File: config.mk
export PLATFORM = sky130hd
export DESIGN_NAME = vram_arbiter
export DESIGN_NICKNAME = d
export VERILOG_FILES = /design/src/rtl/vram_arbiter.sv
export SDC_FILE = /design/constraint.sdc
export NUM_CORES = 1
export LEC_CHECK = 0
export BUFFER_PORTS_ARGS = -buffer_cell sky130_fd_sc_hd__buf_2
export CAP_MARGIN = 20
export CORE_MARGIN = 4
export CORE_UTILIZATION = 35
export CTS_CLUSTER_SIZE = 24
export DETAILED_ROUTE_END_ITERATION = 16
export PLACE_DENSITY = 0.6
export SKIP_LAST_GASP = 1
export SLEW_MARGIN = 20
export SYNTH_ARGS = -nofsm -noshare
export SYNTH_HDL_FRONTEND = slang
export SYNTH_SLANG_ARGS = --single-unit
File: constraint.sdc
create_clock -name sys_clk -period 3.25 [get_ports sys_clk]
set_input_delay 0.4875 -clock sys_clk [delete_from_list [all_inputs] [get_ports sys_clk]]
set_output_delay 0.4875 -clock sys_clk [all_outputs]
set_load 0.01 [all_outputs]
File: src/rtl/vram_arbiter.sv
// vram_arbiter: single-port VRAM access point shared by display-fetch reads and CPU accesses,
// video priority with a bounded CPU starvation count, level req / one-cycle ack handshake.
module vram_arbiter #(
    parameter int ADDR_W         = 13,
    parameter int DATA_W         = 8,
    parameter int MEM_LATENCY    = 2,
    parameter int CPU_STARVE_MAX = 4
) (
    input  logic              sys_clk,
    input  logic              reset_n,
    input  logic [ADDR_W-1:0] vid_addr,
    input  logic              vid_rd_req,
    output logic              vid_rd_ack,
    output logic [DATA_W-1:0] vid_data,
    input  logic [ADDR_W-1:0] cpu_addr,
    input  logic              cpu_req,
    input  logic              cpu_wr,
    input  logic [DATA_W-1:0] cpu_wdata,
    output logic              cpu_ack,
    output logic [DATA_W-1:0] cpu_rdata,
    output logic [ADDR_W-1:0] mem_addr,
    output logic              mem_we,
    output logic [DATA_W-1:0] mem_wdata,
    input  logic [DATA_W-1:0] mem_rdata
);
    typedef enum logic [1:0] {IDLE, READ, WRITE} state_t;

    localparam logic [2:0] LAT_LAST   = 3'(MEM_LATENCY - 1);
    localparam logic [3:0] STARVE_MAX = 4'(CPU_STARVE_MAX);

    state_t            state_q;
    logic [2:0]        lat_q;
    logic [3:0]        starve_q, starve_d;
    logic              sel_cpu_q;
    logic [ADDR_W-1:0] mem_addr_q;
    logic              mem_we_q, vid_ack_q, cpu_ack_q;
    logic [DATA_W-1:0] mem_wdata_q, vid_data_q, cpu_rdata_q;
    logic              arb, vid_el, cpu_el, cpu_win, vid_win;

    // A port whose ack is high this cycle still shows its old req; it is not eligible.
    always_comb begin
        arb      = state_q != READ;
        vid_el   = arb && vid_rd_req && !vid_ack_q;
        cpu_el   = arb && cpu_req && !cpu_ack_q;
        cpu_win  = cpu_el && (!vid_el || starve_q == STARVE_MAX);
        vid_win  = vid_el && !cpu_win;
        starve_d = (!cpu_req || cpu_win) ? 4'd0 :
                   (vid_win && starve_q != STARVE_MAX) ? starve_q + 4'd1 : starve_q;
    end

    always_ff @(posedge sys_clk or negedge reset_n) begin
        if (!reset_n) begin
            state_q     <= IDLE;
            lat_q       <= '0;
            starve_q    <= '0;
            sel_cpu_q   <= 1'b0;
            mem_addr_q  <= '0;
            mem_we_q    <= 1'b0;
            mem_wdata_q <= '0;
            vid_ack_q   <= 1'b0;
            cpu_ack_q   <= 1'b0;
            vid_data_q  <= '0;
            cpu_rdata_q <= '0;
        end else begin
            starve_q  <= starve_d;
            mem_we_q  <= 1'b0;
            vid_ack_q <= 1'b0;
            cpu_ack_q <= 1'b0;
            if (state_q == READ) begin
                if (lat_q == 3'd0) begin
                    state_q   <= IDLE;
                    vid_ack_q <= !sel_cpu_q;
                    cpu_ack_q <= sel_cpu_q;
                    if (sel_cpu_q) cpu_rdata_q <= mem_rdata;
                    else vid_data_q <= mem_rdata;
                end else begin
                    lat_q <= lat_q - 3'd1;
                end
            end else if (vid_win || cpu_win) begin
                sel_cpu_q  <= cpu_win;
                mem_addr_q <= cpu_win ? cpu_addr : vid_addr;
                lat_q      <= LAT_LAST;
                state_q    <= (cpu_win && cpu_wr) ? WRITE : READ;
                mem_we_q   <= cpu_win && cpu_wr;
                cpu_ack_q  <= cpu_win && cpu_wr;
                if (cpu_win && cpu_wr) mem_wdata_q <= cpu_wdata;
            end else begin
                state_q <= IDLE;
            end
        end
    end

    assign vid_rd_ack = vid_ack_q;
    assign vid_data   = vid_data_q;
    assign cpu_ack    = cpu_ack_q;
    assign cpu_rdata  = cpu_rdata_q;
    assign mem_addr   = mem_addr_q;
    assign mem_we     = mem_we_q;
    assign mem_wdata  = mem_wdata_q;
endmodule

==> qor.csv, run 1 <==
stage,metric,value,unit
setup_path,critical_path_arrival,2.14,ns
final_layout,multi_input_area,773,um^2
logic_synthesis,synth_top_cells_by_area,"sky130_fd_sc_hd__dfrtp_1, sky130_fd_sc_hd__mux2_2, sky130_fd_sc_hd__nor2_1",
timing,max_slew_margin,0.466,
final_layout,antenna_cells,0,
final_layout,flow.area_growth_from_synthesis,29.2,%
setup_path,critical_path_required,3.44,ns
detailed_routing,drt-pass1-iter-count,4,
global_route,antenna_found_initial,0,
clock_network,cts-root-to-sink-buffers,2,
detailed_routing,route.antenna.remaining_nets,0,
pwr,power_leakage,1.31,nW
pwr,psw,0.000853,W
setup_path,crit_cells,6,
logic_synthesis,post_synth_inst_count,173,
setup_path,worstSetupEndpointType,register,
floorplan,chipWidth,85.2,um
timing,maximum_clock_frequency,515,MHz
placed_design,detailed_placement_hpwl,3.34,mm
timing,whs,0.245,ns
timing,rsz0062_at_grt,false,
placed_design,port_buffers,86,
global_route,grt_use_total,0.132,
logic_synthesis,synth.avg_cell_area,12.0,um^2
logic_synthesis,library_cell_with_the_largest_summed_area_after_synthesis,sky130_fd_sc_hd__dfrtp_1,
clock_network,cts.sinks,50,
timing,fin_worst_skew,0.00733,ns
final_layout,filler_cell_count,534,
setup_path,crit_slowest_cell,sky130_fd_sc_hd__a211o_4,
worst_hold_path,worst_hold_path_type,input pin to asynchronous set/reset pin,
floorplan,chip_height,85.2,um
run_status,status,completed,
floorplan,rows,27,
pwr,pwr-share-comb,0.408,
timing,hold_violations,0,
pwr,power.switching_fraction,0.354,
pwr,internal-power,0.00156,W
global_route,largest_net_degree_at_the_start_of_global_routing,36,
placed_design,gp_congestion,0.778,
floorplan,fp.coreArea,5640,um^2
global_route,grt.overflow.total,0,
logic_synthesis,synth_largest_type_area_fraction,0.601,
setup_path,rr_startpoint,starve_q[0]$_DFFE_PN0P_,
pwr,pwr-share-clk,0.165,
final_layout,layout.cells.most_common,sky130_fd_sc_hd__buf_2,
final_layout,proportion_of_layout_cells_with_a_drive_suffix_above_1,0.468,
detailed_routing,dr_total_vias,1600,
setup_path,critical_path.startpoint,starve_q[0]$_DFFE_PN0P_,
detailed_routing,routed_len_inst,13.5,um
clock_network,clk_pin_slew_worst_paths,0.09,ns
pwr,peakVddDrop,368,uV
timing,setup_viol,0,
detailed_routing,detail_route.iter0.violations,74,
global_route,via_count_of_the_first_global_routing_pass,1685,
setup_path,crit_chain,inv_1 -> ha_1 -> nand3b_1 -> a211o_4 -> nor2_8 -> mux2_2,
timing,final.min_clock_period,1.94,ns
final_layout,fin_nets,313,
clock_network,cts_repair_resize_count,0,
clock_network,htree_levels,2,
clock_network,ctsHoldBuffers,0,
logic_synthesis,netlist-cell-type-count,26,
timing,portion_of_the_clock_cycle_consumed_by_the_worst_path_in_the_final_layout,0.598,
clock_network,cts_made_buffers,5,
timing,final_max_slew_viol_count,0,
final_layout,commonest_cells_after_routing_fill_and_taps_aside,"sky130_fd_sc_hd__buf_2, sky130_fd_sc_hd__dfrtp_1, sky130_fd_sc_hd__nor2_1",
pwr,p_per_area,895,nW/um^2
timing,worst_slew_pin_slew,0.801,ns
logic_synthesis,synth.cell_area,2080,um^2
logic_synthesis,number_of_register_bits_inferred_by_synthesis,50,
clock_network,clk-insertion-delay-late,0.30,ns
setup_path,cpPeakStageDelay,0.48,ns
global_route,global_route_wire_length_before_repair,7.77,mm
floorplan,initial_core_util,0.369,
clock_network,cts_post_setup_buffers_inserted,0,
logic_synthesis,total_nets_after_synthesis,224,
setup_path,cp_top_family,compound AO/OA/AOI/OAI gates,
logic_synthesis,synth_edf_count,0,
logic_synthesis,async_reset_ff_frac,1.00,
floorplan,design.portCount,87,
detailed_routing,post-route-drc-count,0,
logic_synthesis,ys_seq_area_frac,0.601,
timing,timing.setup.tns,0,ns
clock_network,clockRootBuffer,sky130_fd_sc_hd__clkbuf_8,
setup_path,setup.worst_path.class,register to register,
final_layout,ff_latch_area,1250,um^2
flow_run,drv.max_cap_violation_count,0,
logic_synthesis,synth.yosys.warnings,0,
setup_path,cp-start-kind,register,
clock_network,tritoncts_clock_tree,done,
detailed_routing,totalWireLength,4.54,mm
pwr,power.sequential.fraction,0.428,
floorplan,design.die.area,7250,um^2
setup_path,r2r.worst_path.cells,6,
logic_synthesis,synth_flop_cell,sky130_fd_sc_hd__dfrtp_1,
detailed_routing,avgViaCountPerCell,4.78,
setup_path,max_fo_critical_path,16,
setup_path,critical_path_buffers_and_inverters,1,
final timing paths:
kind,end,slack [ns]
max,mem_wdata[1]$_DFFE_PN0P_,1.31
min,mem_wdata[0]$_DFFE_PN0P_,0.24
max reg2reg,mem_wdata[1]$_DFFE_PN0P_,1.31
min reg2reg,lat_q[0]$_DFFE_PN0P_,0.50
max in group asynchronous,cpu_rdata[1]$_DFFE_PN0P_,2.30
min in group sys_clk,mem_wdata[0]$_DFFE_PN0P_,0.41
Yosys cell counts (2+ instances only):
| cell | n |
|---|---|
| sky130_fd_sc_hd__o21ai_0 | 2 |
| sky130_fd_sc_hd__nand2_1 | 5 |
| sky130_fd_sc_hd__mux2_2 | 24 |
| sky130_fd_sc_hd__buf_2 | 5 |
| sky130_fd_sc_hd__nand4_1 | 2 |
| sky130_fd_sc_hd__o22ai_1 | 15 |
| sky130_fd_sc_hd__inv_1 | 7 |
| sky130_fd_sc_hd__nor2b_1 | 2 |
| sky130_fd_sc_hd__dfrtp_1 | 50 |
| sky130_fd_sc_hd__ha_1 | 4 |
| sky130_fd_sc_hd__nor2_1 | 31 |
| sky130_fd_sc_hd__nand2b_1 | 6 |
| sky130_fd_sc_hd__nand3_1 | 5 |
| sky130_fd_sc_hd__a21boi_0 | 3 |
metal layers:
| layer | vias to the layer above | part of all wire | global-route usage |
|---|---|---|---|
| met5 | - | 0 | 0 |
| met3 | 4 | 0.066 | 0.0398 |
| met1 | 765 | 0.43 | 0.166 |
| met2 | 49 | 0.49 | 0.216 |
| met4 | 0 | 0.014 | 0.0475 |
| li1 | 782 | - | - |
through the flow:
step	setup WS, ns	area, um^2	instances	utilization	total power (W)
2_1_floorplan	1.51	2080	173	-	0.00166
3_3_place_gp	1.35	2590	327	0.458	0.00203
3_5_place_dp	1.29	2590	327	0.458	0.00205
4_1_cts	1.28	2690	335	0.477	0.00245
5_1_grt	1.21	2690	335	0.477	0.00262
6_report	1.31	2690	335	0.477	0.00241
power by group through the flow:
stage	logic [W]	registers (W)	clock network (W)
finish	0.000982	0.00103	0.000397
CTS	0.00100	0.00104	0.000414
floorplan	0.000499	0.00116	0
global placement	0.000986	0.00104	0
global route	0.00110	0.00107	0.000442
detailed placement	0.00100	0.00104	0
kinds of logic after synthesis:
kind of cell    share of synthesized area
simple gates                        0.130
flops                               0.601
compound gates                     0.0877
mux                                 0.130
buf+inv                            0.0282
fa+ha+maj                          0.0240
sequential cells by signal, summed over array words and instances (netlist names):
register	count
sel_cpu_q	1
cpu_rdata	8
mem_we	1
lat_q	3
vid_data	8
mem_wdata	8
cpu_ack	1
vid_rd_ack	1
state_q	2
mem_addr	13
starve_q	4
area by class of cell:
class	count	share of cell area
repair buffers	88	0.166
flip-flops and latches	50	0.465
inverters	7	0.00976
well taps	72	0.0335
clock buffers	7	0.0358
clock inverters	1	0.00325
multi-input cells	110	0.287
Power figures use the tool's default switching activity.
==> run 2, diff against run 1 <==
Settings changed: ABC_AREA set to 1, PLACE_DENSITY 0.6 to 0.61.
Clock period 3.25 ns to 1.65 ns, I/O delays scaled along.
==> run 2 against run 1 <==
Net effect:
- highest routed layer unchanged
- count of clock-buffer cells in the layout decreased by 2
- hold slack got worse by 0.055 ns
- cell count increased by 31%
- critical path depth increased by 1
- cell area increased by 11%
- clock power increased by 120%
- largest cell class unchanged
- setup slack got worse by 1.2 ns
- register-to-register slack got worse by 1.2 ns
- total power increased by 120%
- critical path type unchanged
==> qor.csv, run 2 <==
stage,metric,value,unit
pwr,power_leakage,1.66,nW
detailed_routing,drt-pass1-iter-count,4,
run_status,status,completed,
global_route,global_route_wire_length_before_repair,9.42,mm
logic_synthesis,number_of_register_bits_inferred_by_synthesis,50,
final_layout,filler_cell_count,645,
floorplan,design.portCount,87,
timing,setup_viol,0,
floorplan,rows,29,
pwr,internal-power,0.00312,W
global_route,grt.overflow.total,0,
timing,maximum_clock_frequency,650,MHz
logic_synthesis,async_reset_ff_frac,1.00,
detailed_routing,route.antenna.remaining_nets,0,
timing,hold_violations,0,
logic_synthesis,netlist-cell-type-count,23,
clock_network,cts-root-to-sink-buffers,2,
logic_synthesis,synth_flop_cell,sky130_fd_sc_hd__dfrtp_1,
pwr,pwr-share-comb,0.437,
global_route,grt_use_met1,0.189,
logic_synthesis,ys_seq_area_frac,0.531,
logic_synthesis,synth_edf_count,0,
global_route,grt_use_total,0.140,
placed_design,port_buffers,86,
floorplan,chip_height,90.1,um
pwr,peakVddDrop,545,uV
final_layout,layout.cells.most_common,sky130_fd_sc_hd__buf_2,
logic_synthesis,synth_top_cells_by_area,"sky130_fd_sc_hd__dfrtp_1, sky130_fd_sc_hd__nand2_1, sky130_fd_sc_hd__nand3_1",
logic_synthesis,synth_largest_type_area_fraction,0.531,
setup_path,max_fo_critical_path,14,
final_layout,flow.area_growth_from_synthesis,26.6,%
timing,fin_worst_skew,0.00500,ns
setup_path,cp-start-kind,register,
final_layout,fin_nets,411,
floorplan,fp.coreArea,6460,um^2
timing,rsz0062_at_grt,true,
clock_network,htree_levels,2,
flow_run,drv.max_cap_violation_count,0,
setup_path,setup.worst_path.class,register to register,
detailed_routing,detail_route.iter0.violations,121,
timing,portion_of_the_clock_cycle_consumed_by_the_worst_path_in_the_final_layout,0.932,
global_route,antenna_found_initial,0,
logic_synthesis,synth_top_cells_by_count,"sky130_fd_sc_hd__nand2_1, sky130_fd_sc_hd__dfrtp_1, sky130_fd_sc_hd__inv_1",
logic_synthesis,post_synth_inst_count,272,
logic_synthesis,synth.yosys.warnings,0,
worst_hold_path,hold_path_startpoint,cpu_addr[10],
detailed_routing,avgViaCountPerCell,4.62,
logic_synthesis,synth.avg_cell_area,8.67,um^2
clock_network,cts_made_buffers,5,
logic_synthesis,library_cell_with_the_largest_summed_area_after_synthesis,sky130_fd_sc_hd__dfrtp_1,
setup_path,regToRegSetupSlack,0.11,ns
detailed_routing,routed_len_inst,12.5,um
floorplan,design.die.area,8120,um^2
setup_path,critical_path_arrival,1.77,ns
pwr,psw,0.00213,W
final_layout,commonest_cells_after_routing_fill_and_taps_aside,"sky130_fd_sc_hd__buf_2, sky130_fd_sc_hd__nand2_1, sky130_fd_sc_hd__dfrtp_1",
detailed_routing,totalWireLength,5.47,mm
final_layout,proportion_of_layout_cells_with_a_drive_suffix_above_1,0.324,
timing,final_max_slew_viol_count,0,
detailed_routing,post-route-drc-count,0,
logic_synthesis,total_nets_after_synthesis,323,
final_layout,antenna_cells,0,
timing,worst_slew_pin_slew,0.264,ns
clock_network,clockRootBuffer,sky130_fd_sc_hd__clkbuf_8,
pwr,p_per_area,1760,nW/um^2
global_route,grt_busiest_layer,met2,
logic_synthesis,synth.cell_area,2360,um^2
clock_network,cts_post_setup_buffers_inserted,0,
setup_path,worstSetupEndpointType,register,
placed_design,detailed_placement_hpwl,4.12,mm
global_route,grt_met2_use,0.225,
pwr,power.sequential.fraction,0.395,
pwr,power.switching_fraction,0.405,
placed_design,gp_congestion,0.822,
final_layout,cell_area_after_layout,2990,um^2
setup_path,critical_path.startpoint,starve_q[0]$_DFFE_PN0P_,
clock_network,tritoncts_clock_tree,done,
global_route,via_count_of_the_first_global_routing_pass,2018,
setup_path,rr_startpoint,starve_q[0]$_DFFE_PN0P_,
clock_network,clk_pin_slew_worst_paths,0.09,ns
floorplan,chipWidth,90.1,um
detailed_routing,dr_total_vias,2022,
worst_hold_path,worst_hold_path_type,input pin to register,
clock_network,cts.sinks,50,
pwr,pwr-share-clk,0.168,
final_layout,largest_reg_flops,13,
placed_design,place_area,2850,um^2
setup_path,critical_path_required,1.89,ns
timing,timing.final.ws_setup,0.113,ns
floorplan,initial_core_util,0.365,
global_route,largest_net_degree_at_the_start_of_global_routing,51,
timing,max_slew_margin,0.824,
timing,final.min_clock_period,1.54,ns
placed_design,preCtsSetupSlack,0.0829,ns
global_route,grt.met3_usage,0.0292,
clock_network,clk-insertion-delay-late,0.30,ns
logic_synthesis,synth_most_common_cell,sky130_fd_sc_hd__nand2_1,
-- run 2: cell count changes in the layout (fill, tap and decap cells not counted), moves of 4 or more --
cell and delta:
sky130_fd_sc_hd__o22ai_1 -15, sky130_fd_sc_hd__inv_2 +4, sky130_fd_sc_hd__nor2_1 -25, sky130_fd_sc_hd__a21oi_1 +13, sky130_fd_sc_hd__nand2_1 +64, sky130_fd_sc_hd__nand4_1 +10
sky130_fd_sc_hd__o21ai_0 +16, sky130_fd_sc_hd__nand2b_1 -6, sky130_fd_sc_hd__mux2_2 -24, sky130_fd_sc_hd__o21ai_1 +4, sky130_fd_sc_hd__nand3_1 +24, sky130_fd_sc_hd__inv_1 +29
-- run 2: what timing repair did --
action,in CTS,in global routing
resized for setup,0,1
hold endpoints to repair,50,0
setup endpoints to repair,0,9
hold buffers,1,0
-- run 2: final timing paths --
| check | endpoint | cells past startpoint |
|---|---|---|
| worst max-delay path | mem_addr[7]$_DFFE_PN0P_ | 7 |
| worst min-delay path | mem_addr[10]$_DFFE_PN0P_ | 3 |
| worst max register to register | mem_addr[7]$_DFFE_PN0P_ | 7 |
| worst min register to register | mem_wdata[6]$_DFFE_PN0P_ | 2 |
| max in group asynchronous | sel_cpu_q$_DFFE_PN0P_ | 3 |
| min in group asynchronous | vid_data[1]$_DFFE_PN0P_ | 3 |
-- run 2: per-stage QoR --
step / util / cells / TNS [ns] / power [W] / hold slack, ns
3_3_place_gp: 0.442 / 429 / 0 / 0.00438 / 0.255
5_1_grt: 0.462 / 438 / -0.0150 / 0.00572 / 0.187
3_5_place_dp: 0.442 / 429 / 0 / 0.00442 / 0.256
6_report: 0.462 / 438 / 0 / 0.00525 / 0.190
4_1_cts: 0.461 / 438 / 0 / 0.00531 / 0.178
2_1_floorplan: - / 272 / 0 / 0.00359 / -0.0481
-- run 2: logic make-up (layout without fill, tap and decap cells) --
family	count (synthesis)	count (layout)	synth area share
AO/OA/AOI/OAI	36	36	0.0764
adder cells (fa/ha/maj)	4	4	0.0212
buffers and inverters	53	142	0.104
flip-flops	50	50	0.531
AND/OR/NAND/NOR	129	129	0.268
-- run 2: metal layers --
metal,routed length [um],vias up
met4,44,0
met3,198,2
met2,2660,39
met1,2570,939
met5,0,-
li1,-,1042
-- run 2: layout make-up --
type / count / area, um^2 / area share
sequential: 50 / 1250 / 0.419
multi-input combinational: 169 / 870 / 0.291
timing repair buffer: 93 / 498 / 0.167
inverter: 41 / 155 / 0.0519
tap: 77 / 96.3 / 0.0323
clock buffer: 5 / 68.8 / 0.0230
clock inverter: 3 / 47.5 / 0.0159
-- run 2: worst max-delay path, stage by stage, from the launching register on --
cell and delay, ns:
sky130_fd_sc_hd__dfrtp_1 0.39, sky130_fd_sc_hd__inv_1 0.11, sky130_fd_sc_hd__ha_1 0.18, sky130_fd_sc_hd__nand3_2 0.17, sky130_fd_sc_hd__nand2_4 0.22, sky130_fd_sc_hd__buf_4 0.22, sky130_fd_sc_hd__nand3_1 0.09, sky130_fd_sc_hd__nand3_1 0.09
-- run 2: power by group through the flow --
stage	clock, W	sequential (W)	combinational [W]
after floorplan	0	0.00230	0.00130
final	0.000881	0.00207	0.00230
after global routing	0.000965	0.00214	0.00261
after global placement	0	0.00210	0.00228
after CTS	0.000909	0.00208	0.00233
after detailed placement	0	0.00208	0.00233
